==> config.mk <==
export PLATFORM = sky130hd
export DESIGN_NAME = img_buf_ctrl
export DESIGN_NICKNAME = d
export VERILOG_FILES = /design/src/rtl/img_buf_pkg.sv /design/src/rtl/img_buf_ctrl.sv
export SDC_FILE = /design/constraint.sdc
export NUM_CORES = 1
export LEC_CHECK = 0
export ABC_AREA = 1
export CAP_MARGIN = 0
export CORE_MARGIN = 5
export CORE_UTILIZATION = 30
export DETAILED_ROUTE_END_ITERATION = 6
export PLACE_DENSITY = 0.66
export SYNTH_ARGS = -nofsm -noshare
export SYNTH_HDL_FRONTEND = slang
export SYNTH_SLANG_ARGS = --single-unit
==> constraint.sdc <==
create_clock -name clk -period 1.5 [get_ports clk]
set_input_delay 0.15 -clock clk [delete_from_list [all_inputs] [get_ports clk]]
set_output_delay 0.15 -clock clk [all_outputs]
set_load 0.01 [all_outputs]
==> src/rtl/img_buf_pkg.sv <==
// Shared constants and state encoding for the image frame buffer sequencer
// and the downstream classifier.
package img_buf_pkg;

    localparam int unsigned PIX_NUM = 784;  // 28x28 pixels per frame
    localparam int unsigned AW      = 10;   // RAM address width
    localparam int unsigned DW      = 8;    // pixel width

    typedef enum logic [1:0] {
        WAIT_SOF,
        FILL,
        FULL,
        DRAIN
    } buf_state_t;

endpackage

==> src/rtl/img_buf_ctrl.sv <==
// Fill/drain sequencer for the 784x8 dual-port image RAM. Port A is written
// with one framed pixel stream; port B is streamed out over valid/ready once
// a drain is requested. Fill and drain strictly alternate.
module img_buf_ctrl #(
    parameter int unsigned PIX_NUM = img_buf_pkg::PIX_NUM,
    parameter int unsigned AW      = img_buf_pkg::AW,
    parameter int unsigned DW      = img_buf_pkg::DW
) (
    input  logic          clk,
    input  logic          rst_n,
    input  logic          pix_valid,
    input  logic          pix_sof,
    input  logic [DW-1:0] pix_data,
    output logic          buf_full,
    input  logic          rd_start,
    output logic          rd_valid,
    input  logic          rd_ready,
    output logic [DW-1:0] rd_data,
    output logic          rd_last,
    output logic          drop_err,
    output logic          ram_cea,
    output logic [AW-1:0] ram_addra,
    output logic [DW-1:0] ram_dia,
    output logic [AW-1:0] ram_addrb,
    input  logic [DW-1:0] ram_dob
);

    import img_buf_pkg::*;

    localparam logic [AW-1:0] LAST_IDX = AW'(PIX_NUM - 1);

    buf_state_t    state_q, state_d;
    logic [AW-1:0] wr_cnt_q, wr_cnt_d;
    logic [AW-1:0] rd_idx_q, rd_idx_d;
    logic          drop_q, drop_d;
    logic          wr_en;
    logic [AW-1:0] addrb;

    // State and counter registers
    always_ff @(posedge clk or negedge rst_n) begin
        if (!rst_n) begin
            state_q  <= WAIT_SOF;
            wr_cnt_q <= '0;
            rd_idx_q <= '0;
            drop_q   <= 1'b0;
        end else begin
            state_q  <= state_d;
            wr_cnt_q <= wr_cnt_d;
            rd_idx_q <= rd_idx_d;
            drop_q   <= drop_d;
        end
    end

    // Next-state, counter update, write accept and read address selection
    always_comb begin
        state_d  = state_q;
        wr_cnt_d = wr_cnt_q;
        rd_idx_d = rd_idx_q;
        drop_d   = 1'b0;
        wr_en    = 1'b0;
        addrb    = '0;
        case (state_q)
            WAIT_SOF: begin
                if (pix_valid && pix_sof) begin
                    wr_en    = 1'b1;
                    wr_cnt_d = AW'(1);
                    state_d  = FILL;
                end
            end
            FILL: begin
                if (pix_valid) begin
                    wr_en = 1'b1;
                    if (pix_sof) begin
                        // Resync: the partial frame is abandoned and refilled from 0.
                        wr_cnt_d = AW'(1);
                        drop_d   = 1'b1;
                    end else if (wr_cnt_q == LAST_IDX) begin
                        state_d = FULL;
                    end else begin
                        wr_cnt_d = wr_cnt_q + AW'(1);
                    end
                end
            end
            FULL: begin
                drop_d = pix_valid;
                if (rd_start) begin
                    state_d  = DRAIN;
                    rd_idx_d = '0;
                end
            end
            DRAIN: begin
                drop_d = pix_valid;
                if (rd_ready) begin
                    if (rd_idx_q == LAST_IDX) begin
                        // Final beat: park port B on pixel 0 rather than one past the frame.
                        state_d  = WAIT_SOF;
                        rd_idx_d = '0;
                        wr_cnt_d = '0;
                        addrb    = '0;
                    end else begin
                        rd_idx_d = rd_idx_q + AW'(1);
                        addrb    = rd_idx_q + AW'(1);
                    end
                end else begin
                    addrb = rd_idx_q;
                end
            end
            default: begin
                state_d = WAIT_SOF;
            end
        endcase
    end

    assign ram_cea   = wr_en;
    assign ram_addra = pix_sof ? '0 : wr_cnt_q;
    assign ram_dia   = pix_data;
    assign ram_addrb = addrb;

    assign buf_full  = (state_q == FULL);
    assign rd_valid  = (state_q == DRAIN);
    assign rd_data   = ram_dob;
    assign rd_last   = rd_valid && (rd_idx_q == LAST_IDX);
    assign drop_err  = drop_q;

endmodule

# Yosys cells after proc, flatten, opt, wreduce, memory -nomap -nowiden
# Index checks and enable logic that the tools add are counted.
# totals
inputBits	22
regBits	23
output_inout_bits	41
# op_classes
n_addsub	2
n_eq_ne	13
mux	27
n_reduce_logical	9
# op_table
cell	count
$mux W10	11
$pmux W10 S3	1
$add A10 B1 Y10 const B	2
$eq A10 B10 Y1 const B	2
$pmux W10 S2	1
$mux W2	7
$ne A2 B2 Y1 const B	4
$pmux W2 S4	1
$reduce_and A7 Y1	1
$ne A2 B1 Y1 const B	3
$reduce_and A6 Y1	1
$eq A2 B2 Y1 const B	2
$mux W1	4
$pmux W1 S2	2
$ne A3 B3 Y1 const B	1
$reduce_bool A3 Y1	1
$eq A2 B1 Y1 const B	1
$logic_and A1 B1 Y1	2
$logic_not A2 Y1	1
$reduce_and A2 Y1	1
$reduce_bool A2 Y1	1
$reduce_or A2 Y1	1

# Logic depth before layout (Yosys ltp)
# Gate-level depths: netlist of run 1.
# logic_depth
word_depth	5
ltp_mapped	10

# Worst setup path before layout of run 1
# No wires, ideal clock.
# synth_timing
path_kind	register -> output
startpoint	register state_q[0]
endpoint	output port ram_addrb[3]
stages_incl_launch_ff	8
arrival_time_ps	1437
path_buffers	0
slack_ps	-87
path_cell_list	dfrtp_1 > ha_1 > inv_2 > nor2_1 > inv_1 > nand2_2 > inv_1 > nor2_1
# synth_between
elab_chain_cells	2
# synth_lines
item	line_no	source
from (decl)	img_buf_ctrl.sv:32	buf_state_t state_q, state_d;
from (signal assigned)	img_buf_ctrl.sv:47	state_q <= state_d;
$eq A2 B2 Y1	--	
via rd_valid	img_buf_ctrl.sv:16	output logic rd_valid,
$mux W10	img_buf_ctrl.sv:62	case (state_q)
to (decl)	img_buf_ctrl.sv:24	output logic [AW-1:0] ram_addrb,
# The timed path passes the listed nets, and every way through them passes these cells.

# Worst setup path in the final report of run 1
# layout_timing
startpoint	register rd_idx_q[0]
endpoint	output port ram_addrb[9]
# layout_between
elab_chain_cells	4
word_cells_on_any_way	5
classes_between	add/sub (1); eq/ne (1); mux (3)
# layout_lines
item	line_no	source
from (decl)	img_buf_ctrl.sv:34	logic [AW-1:0] rd_idx_q, rd_idx_d;
from (signal assigned)	img_buf_ctrl.sv:49	rd_idx_q <= rd_idx_d;
$add A10 B1 Y10 / $eq A10 B10 Y1 (equally long branches)	img_buf_ctrl.sv:102, img_buf_ctrl.sv:94	
$mux W10 (*)	img_buf_ctrl.sv:94	if (rd_idx_q == LAST_IDX) begin
$mux W10 (*)	--	
$mux W10 (*)	img_buf_ctrl.sv:62	
# Mark *: on every way between the ends. The rest lies on a longest branch, timed or not.

==> reports/qor.log, run 1 <==
qor: sta.drv_slew 0
qor: clocking.cts.sink_count 23
qor: status.status finished, violations left
qor: grt.grt_start_max_net_pins 24
qor: power_and_ir_drop.p_per_area 1433 nW/um^2
qor: route.routed-via-count 2286
qor: floorplanning.design.core.area 6277 um^2
qor: cells_and_area.drive_gt1_share 40.61%
qor: sta.timing.final.hold_violations 0
qor: setup_path.worst_path_max_delay_cell dfrtp_1
qor: route.detail_route.vias_per_cell 4.854
qor: clocking.clock_path_buffers 2
qor: sta.worst_setup_slack_after_layout -291.1 ps
qor: sta.post-route-min-period 1791 ps
qor: synth.synthArstFlopShare 100.0%
qor: sta.achievable-frequency 558.3 MHz
qor: power_and_ir_drop.leakage 1.733 nW
qor: setup_path.ordered_cell_list_for_the_critical_path ha_4, nand3_2, clkinv_2, nand4_4, nand2_4, nand2_4, and3_4, buf_6
qor: grt.global_route.usage.total 15.50%
qor: synth.ys_ff_latch 23
qor: setup_path.timing_worst_setup_path_type flip-flop to output port
qor: synth.syn-mean-instance-area 6.393 um^2
qor: clocking.clock_tree.htree_level_count 1
qor: clocking.ctsRootBufferMaster clkbuf_8
qor: setup_path.r2r_cells 11
qor: cells_and_area.utilization 50.35%
qor: place.place.detailed.hpwl 3.882 mm
qor: setup_path.crit_arrival 1640 ps
qor: synth.post_synth_inst_count 301
qor: cells_and_area.area.growth.synth_to_final 64.24%
qor: grt.grt_first_pass_wirelength 10.74 mm
qor: sta.worst_slew_margin_rel 78.00%
qor: clocking.path_clk_slew 80 ps
qor: sta.setup_viol 35
qor: setup_path.startpoint rd_idx_q[0]$_DFFE_PN0P_
qor: synth.synth_cell_types 30
qor: place.post_dp_cell_area 2531 um^2
qor: route.drt_iter0_markers 183
qor: grt.overflow 0
qor: clocking.tritoncts built
qor: setup_path.critical_path.startpoint_type flip-flop
qor: sta.setup_repair_after_global_routing_missed_its_margin true
qor: cells_and_area.post-route-cell-area 3161 um^2
qor: power_and_ir_drop.ir_worst_vdd 0.7397 mV
qor: cells_and_area.seq_area 579.3 um^2
qor: floorplanning.die-height 90.09 um
qor: floorplanning.die-width 90.09 um
qor: clocking.cts_hold_buffers 0
qor: setup_path.cp-endpoint ram_addrb[9]
qor: route.detail_route.wirelength 6.372 mm
qor: cells_and_area.multi_input_comb_area 1339 um^2
qor: place.place.gp.congestion 0.9108
qor: synth.synth_fp_nets 330
qor: cells_and_area.fill_cells 561
qor: hold_path.hp-class input port to async pin
qor: sta.tns -5582 ps
qor: floorplanning.effective_utilization_at_floorplan 30.66%
qor: status.failed_checks negative setup slack
qor: cells_and_area.antennaDiodeCount 0
qor: setup_path.regToRegEndpoint wr_cnt_q[2]$_DFFE_PN0P_
qor: route.drt_pre_antenna_iters 4
qor: route.wire_per_inst 13.53 um
qor: synth.synthesis.yosys.warnings 0
qor: floorplanning.num_io_pins 63
qor: sta.worst_pin_slew 330.1 ps
qor: place.place_ws -549.8 ps
qor: setup_path.crit_top_cell nand2_4
qor: setup_path.timing.critical_path.to_type output port
qor: floorplanning.core.rowCount 29
qor: sta.timing.final.crit_share 119.4%
qor: clocking.tritoncts.num_buffers 3
qor: route.drc_errors 0
qor: synth.synth_area 1924 um^2
qor: sta.worst_hold_slack 235.6 ps
qor: grt.grt_antenna_before_repair 0
qor: route.postRouteAntennaNets 0
qor: synth.yosysSeqAreaShare 29.91%
qor: cells_and_area.final_net_count 424
qor: setup_path.cp_max_fo 4
qor: setup_path.cp_required 1350 ps
qor: place.io_buffer_count 30
qor: sta.clock_skew 1.208 ps
qor: clocking.clkLatencyLatePin 270 ps
qor: grt.number_of_global_route_vias_before_repair 2269
qor: synth.synth-main-ff-cell dfrtp_1
qor: synth.synth_enable_flop_cells 0
qor: floorplanning.design.die.area 8116 um^2
qor: setup_path.critical_path.max_stage_delay 430 ps
qor: setup_path.worstReg2RegStart state_q[0]$_DFFE_PN0P_
qor: setup_path.r2r_slack -210 ps
qor: run.timing.max_cap.violations 0
-- kinds of logic after synthesis --
logic type | share of synthesized area, %
adder cells (fa/ha/maj) | 4.551
flip-flops | 29.91
AND/OR/NAND/NOR | 45.19
AO/OA/AOI/OAI | 4.551
XOR/XNOR | 0.9104
buffers and inverters | 14.89
-- layer usage --
metal,share of wire (%),vias up,GRT usage (%),wire length [um]
met5,0,-,0,0
met4,2.2,0,5.831,139
met3,5.6,12,1.836,356
met2,52,89,27.44,3299
met1,40,1076,19.10,2576
li1,-,1109,-,-
-- worst min path at each step --
stage	start	endpoint	slack [ps]	depth (start not counted)
after global placement	pix_data[3]	ram_dia[3]	300	0
final	rst_n	rd_idx_q[9]$_DFFE_PN0P_	240	2
after detailed placement	pix_data[3]	ram_dia[3]	300	0
after CTS	rst_n	rd_idx_q[9]$_DFFE_PN0P_	250	2
after global routing	rst_n	rd_idx_q[9]$_DFFE_PN0P_	270	2
after floorplan	rst_n	drop_err$_DFF_PN0_	-150	0
-- report_power, final --
part	switching [W]	leakage (nW)	internal, W
Sequential	0.0000681	0.310	0.000702
Combinational	0.00179	1.40	0.00157
Clock	0.000210	0.0228	0.000190
Total	0.00207	1.73	0.00246
-- cells in the final DEF, fill, tap and decap left out, types with 2 or more instances in the layout --
cell             Yosys  layout
o21ai_1              2       3
inv_1               34      29
clkdlybuf4s50_1      0       5
nor2_1              42      37
dfrtp_2              0       3
nor2_4               2       5
o21ai_0             11       5
nand2_2              3      10
dlygate4sd2_1        0       4
clkbuf_8             0       3
inv_4                0       3
dlymetal6s2s_1       0       7
buf_6                0      22
nand3_4              0       2
nand4_1              9       9
nand3_2              3       4
inv_2                4       4
nand3_1             14      12
nor3_1               2       2
a21oi_1              3       2
nand2_4              2       9
nand2_1            108      94
dfrtp_1             23      20
ha_4                 0       6
nor2_2               2       5
o21ai_2              0       4
buf_2                1      11
buf_4               17      54
-- per-stage QoR --
step,instances,power (W)
6_report,471,0.004530
5_1_grt,471,0.004781
4_1_cts,467,0.004183
3_5_place_dp,433,0.002650
3_3_place_gp,433,0.002626
2_1_floorplan,301,0.001893
-- cell usage after synthesis, types with 4 or more instances --
library cell | instances | area share, %
buf_4 | 17 | 6.6
nor2_1 | 42 | 8.2
ha_1 | 7 | 4.6
nand2_1 | 108 | 21
nand4_1 | 9 | 2.9
o21ai_0 | 11 | 2.9
inv_1 | 34 | 6.6
dfrtp_1 | 23 | 30
nand3_1 | 14 | 3.6
inv_2 | 4 | 0.78
-- repair_timing --
| item | 4_1_cts | 5_1_grt |
|---|---|---|
| endpoints found under the setup margin | 47 | 44 |
| gates cloned | 3 | 0 |
| pin swaps | 33 | 24 |
| endpoints found under the hold margin | 0 | 0 |
| buffers inserted | 28 | 6 |
| resized for setup | 139 | 28 |
-- critical path: cells and delay by family, from the launching register on --
| family | cells | cell delay [ps] |
|---|---|---|
| adder cells (fa/ha/maj) | 1 | 180 |
| flip-flops | 1 | 430 |
| AND/OR/NAND/NOR | 5 | 570 |
| buffers and inverters | 2 | 190 |
-- area by class of cell --
class / instances / area share (%)
Timing Repair Buffer: 106 / 29.30
Inverter: 39 / 5.305
Tap cell: 77 / 3.048
Timing Repair inverter: 1 / 0.2375
Sequential cell: 23 / 18.33
Clock buffer: 4 / 1.425
Multi-Input combinational cell: 221 / 42.36
-- sequential cells by signal, indices dropped and copies added, names as in the netlist --
register / cells
rd_idx_q: 10
wr_cnt_q: 10
state_q: 2
drop_err: 1
(Power assumes the default switching activity.)
==> run 2: changes to the inputs <==
Settings changed: CORE_MARGIN 5 to not set.
==> run 2 against run 1 <==
The run still ends with negative setup slack left. First-iteration DRC count is 21% lower. Clock power is 1% higher. Total power shrank 14%. Critical path type unchanged. Critical endpoint unchanged.
==> reports/qor.log, run 2 (synthesis gave the netlist of run 1 again) <==
qor: status.status finished, violations left
qor: status.failed_checks negative setup slack
qor: place.post_dp_cell_area 2596 um^2 [+2.6%]
qor: cells_and_area.antennaDiodeCount 0 [unchanged]
qor: power_and_ir_drop.leakage 1.622 nW [-6.4%]
qor: grt.grt_antenna_before_repair 0 [unchanged]
qor: setup_path.regToRegEndpoint rd_idx_q[6]$_DFFE_PN0P_
qor: cells_and_area.post-route-cell-area 3054 um^2 [-3.4%]
qor: place.place_ws -574.4 ps [-24.57 ps]
qor: power_and_ir_drop.ir_worst_vdd 0.8525 mV [+15%]
qor: place.io_buffer_count 30 [unchanged]
qor: cells_and_area.largest_registers rd_idx_q x10, wr_cnt_q x10, state_q x2
qor: setup_path.crit_arrival 1650 ps [about the same]
qor: clocking.clock_tree.htree_level_count 1 [unchanged]
qor: cells_and_area.most-common-layout-cells 99 x nand2_1, 65 x buf_4, 35 x nor2_1
qor: setup_path.cp_max_fo 4 [unchanged]
qor: floorplanning.die-width 82.09 um [-8.9%]
qor: floorplanning.die-height 82.09 um [-8.9%]
qor: sta.drv_slew 0 [unchanged]
qor: run.timing.max_cap.violations 0 [unchanged]
qor: clocking.tritoncts built
qor: grt.grt_start_max_net_pins 24 [unchanged]
qor: route.drc_errors 0 [unchanged]
qor: route.drt_iter0_markers 145 [-21%]
qor: sta.setup_viol 34 [-2.9%]
qor: grt.overflow 0 [unchanged]
qor: floorplanning.num_io_pins 63 [unchanged]
qor: sta.worst_slew_margin_rel 77.86% [-0.13 points]
qor: setup_path.timing_worst_setup_path_type flip-flop to output port
qor: setup_path.worst_path_max_delay_cell dfrtp_1
qor: clocking.tritoncts.num_buffers 3 [unchanged]
qor: route.wire_per_inst 12.57 um [-7.1%]
qor: hold_path.hp-class input port to async pin
qor: setup_path.critical_path.startpoint_type flip-flop
qor: sta.timing.final.hold_violations 0 [unchanged]
qor: floorplanning.core.rowCount 28 [-3.4%]
qor: grt.number_of_global_route_vias_before_repair 2078 [-8.4%]
qor: route.postRouteAntennaNets 0 [unchanged]
qor: sta.tns -5792 ps [-209.9 ps]
qor: grt.global_route.usage.total 18.10% [+2.6 points]
qor: setup_path.cp_required 1350 ps [about the same]
qor: clocking.clock_path_buffers 2 [unchanged]
qor: power_and_ir_drop.p_per_area 1282 nW/um^2 [-11%]
qor: floorplanning.design.core.area 6061 um^2 [-3.4%]
qor: setup_path.timing.critical_path.to_type output port
qor: clocking.ctsRootBufferMaster clkbuf_8
qor: sta.setup_repair_after_global_routing_missed_its_margin true
qor: place.place.detailed.hpwl 3.848 mm [-0.87%]
qor: grt.grt_first_pass_wirelength 9.342 mm [-13%]
qor: route.detail_route.vias_per_cell 4.687 [-3.4%]
qor: setup_path.critical_path.max_stage_delay 380 ps [-50 ps]
qor: setup_path.r2r_slack -210 ps [about the same]
qor: sta.clock_skew 1.312 ps [+0.1040 ps]
qor: cells_and_area.area.growth.synth_to_final 58.71%
qor: setup_path.cp_top_family simple AND/OR/NAND/NOR gates
qor: sta.post-route-min-period 1802 ps [+10.81 ps]
qor: clocking.cts_hold_buffers 0 [unchanged]
qor: cells_and_area.drive_gt1_share 38.58% [-2.0 points]
qor: setup_path.ordered_cell_list_for_the_critical_path ha_2, nand3_4, inv_4, nand4_4, nand2_4, nand2_4, and3_4, buf_6
qor: cells_and_area.final_net_count 424 [unchanged]
qor: sta.worst_hold_slack 235.5 ps [-0.1550 ps]
qor: place.place.gp.congestion 0.8594 [-5.6%]
qor: sta.achievable-frequency 555.0 MHz [-0.60%]
qor: route.routed-via-count 2198 [-3.8%]
qor: floorplanning.effective_utilization_at_floorplan 31.75% [+1.1 points]
qor: floorplanning.design.die.area 6739 um^2 [-17%]
qor: cells_and_area.layout.cells.most_common nand2_1
qor: setup_path.r2r_cells 13 [+2]
qor: route.detail_route.wirelength 5.897 mm [-7.5%]
qor: setup_path.crit_top_cell nand2_4
qor: clocking.clkLatencyLatePin 270 ps [about the same]
qor: sta.worst_pin_slew 329.5 ps [-0.5382 ps]
qor: setup_path.startpoint rd_idx_q[0]$_DFFE_PN0P_
qor: setup_path.critical_path_cell_count 8 [unchanged]
qor: sta.timing.final.crit_share 120.1% [+0.72 points]
qor: route.drt_pre_antenna_iters 4 [unchanged]
qor: clocking.cts.sink_count 23 [unchanged]
qor: clocking.path_clk_slew 90 ps [about the same]
qor: sta.worst_setup_slack_after_layout -301.9 ps [-10.81 ps]
qor: setup_path.worstReg2RegStart rd_idx_q[0]$_DFFE_PN0P_
qor: setup_path.worst-path-buf-inv 2 [unchanged]
==> run 2: metal layers <==
metal | vias to the layer above | part of all wire [%] | GRT usage (%)
li1 | 1108 | - | -
met1 | 1031 | 43 | 22.43
met2 | 47 | 51 | 31.24
met3 | 12 | 3.5 | 1.868
met4 | 0 | 2.4 | 8.596
met5 | - | 0 | 0
==> run 2: worst max-delay path by stage <==
stage	endpoint	slack (ps)
3_5_place_dp	ram_addrb[7]	-570
3_3_place_gp	ram_addrb[9]	-560
2_1_floorplan	ram_addrb[3]	20
5_1_grt	ram_addrb[9]	-370
4_1_cts	ram_addrb[9]	-250
6_report	ram_addrb[9]	-300
==> run 2: cell type report <==
class | instances | area [um^2]
clock buffers | 4 | 45.04
flip-flops and latches | 23 | 576.8
repair buffers | 106 | 850.8
multi-input cells | 221 | 1311
repair inverters | 1 | 7.507
fillers | 576 | 3007
well taps | 75 | 93.84
inverters | 39 | 168.9
==> run 2: through the flow <==
stage / std cells / total power (W) / utilization [%]
after floorplan: 301 / 0.001893 / -
after global placement: 440 / 0.002668 / 42.84
after detailed placement: 440 / 0.002709 / 42.84
after CTS: 463 / 0.003778 / 48.76
after global routing: 469 / 0.004172 / 50.39
final: 469 / 0.003914 / 50.39
==> run 2: repair_timing <==
action / 4_1_cts / 5_1_grt
endpoints found under the setup margin: 46 / 37
gates resized for setup: 133 / 18
cloned: 4 / 0
buffers inserted: 16 / 6
pin swaps: 25 / 13
==> run 2: report_power, final <==
part           switching (W)  internal [W]  leakage (nW)
Sequential         0.0000657      0.000702         0.313
Clock               0.000215      0.000190        0.0228
Combinational        0.00155       0.00119          1.29
==> run 3: changes to the inputs <==
Settings changed: RECOVER_POWER set to 50, SETUP_SLACK_MARGIN set to 0.4.
==> run 3 against run 2 <==
The flow still finishes with violations (negative setup slack). Setup slack gained 0.91 ps. Flip-flop and latch count stayed put. Via count up 3.7%. Global-route usage increased by 1.5 points. Count of clock-buffer cells in the layout fell by 1. Clock power about the same. Die area unchanged. Cell count is 2.6% higher. Critical endpoint unchanged.
==> reports/qor.log, run 3 (synthesis gave the netlist of run 1 again) <==
qor: grt.number_of_global_route_vias_before_repair 2196 [+5.7%]
qor: sta.worst_pin_slew 616.0 ps [+286.4 ps]
qor: setup_path.cp_required 1350 ps [about the same]
qor: grt.grt_start_max_net_pins 24 [unchanged]
qor: setup_path.crit_arrival 1650 ps [about the same]
qor: route.detail_route.vias_per_cell 4.740 [+1.1%]
qor: floorplanning.design.die.area 6739 um^2 [unchanged]
qor: route.drt_pre_antenna_iters 4 [unchanged]
qor: hold_path.hp-class input port to output port
qor: sta.worst_slew_margin_rel 58.94% [-19 points]
qor: setup_path.timing.critical_path.to_type output port
qor: floorplanning.num_io_pins 63 [unchanged]
qor: cells_and_area.most-common-layout-cells 84 x nand2_1, 58 x buf_4, 29 x buf_6
qor: clocking.ctsRootBufferMaster clkbuf_8
qor: clocking.path_clk_slew 90 ps [about the same]
qor: setup_path.crit_top_cell buf_6
qor: sta.post-route-min-period 1801 ps [-0.9080 ps]
qor: floorplanning.effective_utilization_at_floorplan 31.75% [unchanged]
qor: setup_path.worst_path_max_delay_cell dfrtp_1
qor: route.drc_errors 0 [unchanged]
qor: grt.global_route.usage.total 19.56% [+1.5 points]
qor: sta.worst_setup_slack_after_layout -301.0 ps [+0.9080 ps]
qor: cells_and_area.final_net_count 436 [+2.8%]
qor: sta.setup_repair_after_global_routing_missed_its_margin true
qor: sta.timing.final.hold_violations 0 [unchanged]
qor: cells_and_area.final-instance-count-excl-fill 481 [+2.6%]
qor: clocking.tritoncts built
qor: sta.achievable-frequency 555.3 MHz [about the same]
qor: floorplanning.design.core.area 6061 um^2 [unchanged]
qor: setup_path.cp_top_family simple AND/OR/NAND/NOR gates
qor: power_and_ir_drop.p_per_area 1426 nW/um^2 [+11%]
qor: clocking.cts_hold_buffers 0 [unchanged]
qor: clocking.cts.sink_count 23 [unchanged]
qor: clocking.clkLatencyLatePin 270 ps [about the same]
qor: clocking.clock_tree.htree_level_count 1 [unchanged]
qor: cells_and_area.antennaDiodeCount 0 [unchanged]
qor: cells_and_area.fill_cells 569 [-1.2%]
qor: power_and_ir_drop.leakage 1.728 nW [+6.5%]
qor: setup_path.critical_path.max_stage_delay 410 ps [+30 ps]
qor: place.post-place-cells 433 [-1.6%]
qor: run.timing.max_cap.violations 0 [unchanged]
qor: cells_and_area.drive_gt1_share 52.22% [+14 points]
qor: cells_and_area.utilization 56.36% [+6.0 points]
qor: place.place.detailed.hpwl 3.778 mm [-1.8%]
qor: clocking.tritoncts.num_buffers 3 [unchanged]
qor: sta.setup_viol 35 [+2.9%]
qor: route.detail_route.wirelength 6.367 mm [+8.0%]
qor: power_and_ir_drop.ir_worst_vdd 0.7598 mV [-11%]
qor: cells_and_area.area.growth.synth_to_final 77.50%
qor: clocking.clock_path_buffers 2 [unchanged]
qor: setup_path.cp_max_fo 4 [unchanged]
qor: route.wire_per_inst 13.24 um [+5.3%]
qor: floorplanning.die-height 82.09 um [unchanged]
qor: route.routed-via-count 2280 [+3.7%]
qor: grt.grt_first_pass_wirelength 10.09 mm [+8.0%]
qor: setup_path.timing_worst_setup_path_type flip-flop to output port
qor: sta.timing.final.crit_share 120.1% [about the same]
qor: place.place.gp.congestion 0.8972 [+4.4%]
qor: route.postRouteAntennaNets 0 [unchanged]
qor: route.drt_iter0_markers 123 [-15%]
qor: setup_path.ordered_cell_list_for_the_critical_path buf_6, nand2_4, nor2_4, buf_6, nand3_2, nor2_2, nand2_1, and3_4, buf_6
qor: status.status finished, violations left
qor: sta.drv_slew 0 [unchanged]
qor: setup_path.worst-path-buf-inv 3 [+1]
qor: grt.overflow 0 [unchanged]
qor: status.failed_checks negative setup slack
qor: floorplanning.core.rowCount 28 [unchanged]
qor: place.io_buffer_count 30 [unchanged]
qor: cells_and_area.largest_registers rd_idx_q x10, wr_cnt_q x10, state_q x2
qor: grt.grt_antenna_before_repair 0 [unchanged]
qor: cells_and_area.layout.cells.most_common nand2_1
qor: floorplanning.die-width 82.09 um [unchanged]
qor: setup_path.critical_path.startpoint_type flip-flop
qor: sta.clock_skew 2.754 ps [+1.443 ps]
[run 3: cell types whose count changed in the layout (fill, tap and decap cells not counted), sizes merged]
cell,before,now
buf,89,111
dlygate4sd2,11,1
clkinv,0,4
dlymetal6s2s,2,0
inv,39,37
clkdlybuf4s15,0,1
clkdlybuf4s50,4,3
clkinvlp,1,0
dlygate4sd3,0,1
[run 3: path summary, 6_finish.rpt]
kind	startpoint	slack, ps	endpoint	cells past startpoint
hold / removal	ram_dob[3]	300	rd_data[3]	0
min in group asynchronous	rst_n	420	wr_cnt_q[7]$_DFFE_PN0P_	2
setup reg to reg	rd_idx_q[1]$_DFFE_PN0P_	-280	wr_cnt_q[4]$_DFFE_PN0P_	12
max in group asynchronous	rst_n	640	wr_cnt_q[3]$_DFFE_PN0P_	2
hold reg to reg	rd_idx_q[7]$_DFFE_PN0P_	570	rd_idx_q[7]$_DFFE_PN0P_	2
setup / recovery	rd_idx_q[0]$_DFFE_PN0P_	-300	ram_addrb[9]	9
[run 3: worst reg2reg max path, cell delays in order, from the launching register on]
cell	delay [ps]
dfrtp_1	420
ha_4	180
nand3_4	90
clkinv_4	80
nand4_4	120
nand2_4	140
buf_6	110
buf_6	90
buf_8	120
nand2_8	70
nor2_4	150
nand2_1	70
nand2_1	90
[run 3: through the flow]
stage                     worst slack [ps]  instance area (um^2)  hold slack (ps)  TNS, ps  power, W
final                               -301.0                  3416            300.0    -6584  0.004870
after global routing                -385.2                  3416            300.0    -8947  0.005148
after CTS                           -279.0                  3189            259.5    -5018  0.004497
after detailed placement            -510.5                  2661            300.1   -11240  0.002856
after global placement              -480.4                  2661            300.1   -10530  0.002837
after floorplan                      136.9                  2061           -145.6        0  0.002139
[run 3: cell type report]
class,instances,area [um^2],share of cell area [%]
clock buffers,3,41.29,1.209
clock inverters,1,5.005,0.1465
inverters,39,191.4,5.604
multi-input cells,221,1456,42.64
flip-flops and latches,23,579.3,16.96
well taps,75,93.84,2.747
repair buffers,118,1032,30.22
repair inverters,1,16.27,0.4762
[run 3: routing by layer]
layer  global-route usage [%]  wire, um
met2                    36.03      3205
met4                    6.316       207
met5                        0         0
met1                    22.51      2619
met3                    3.736       335
[run 3: where the power goes]
group          switching, W  internal, W
clock network      0.000218     0.000186
registers         0.0000719     0.000705
logic               0.00192      0.00177
[run 3: repair_timing]
item                                    CTS  global route
endpoints found under the hold margin     0             0
gates cloned                              4             0
resized for setup                       187            39
pin swaps                                41            22
endpoints found under the setup margin   48            45
buffers inserted                         32             8
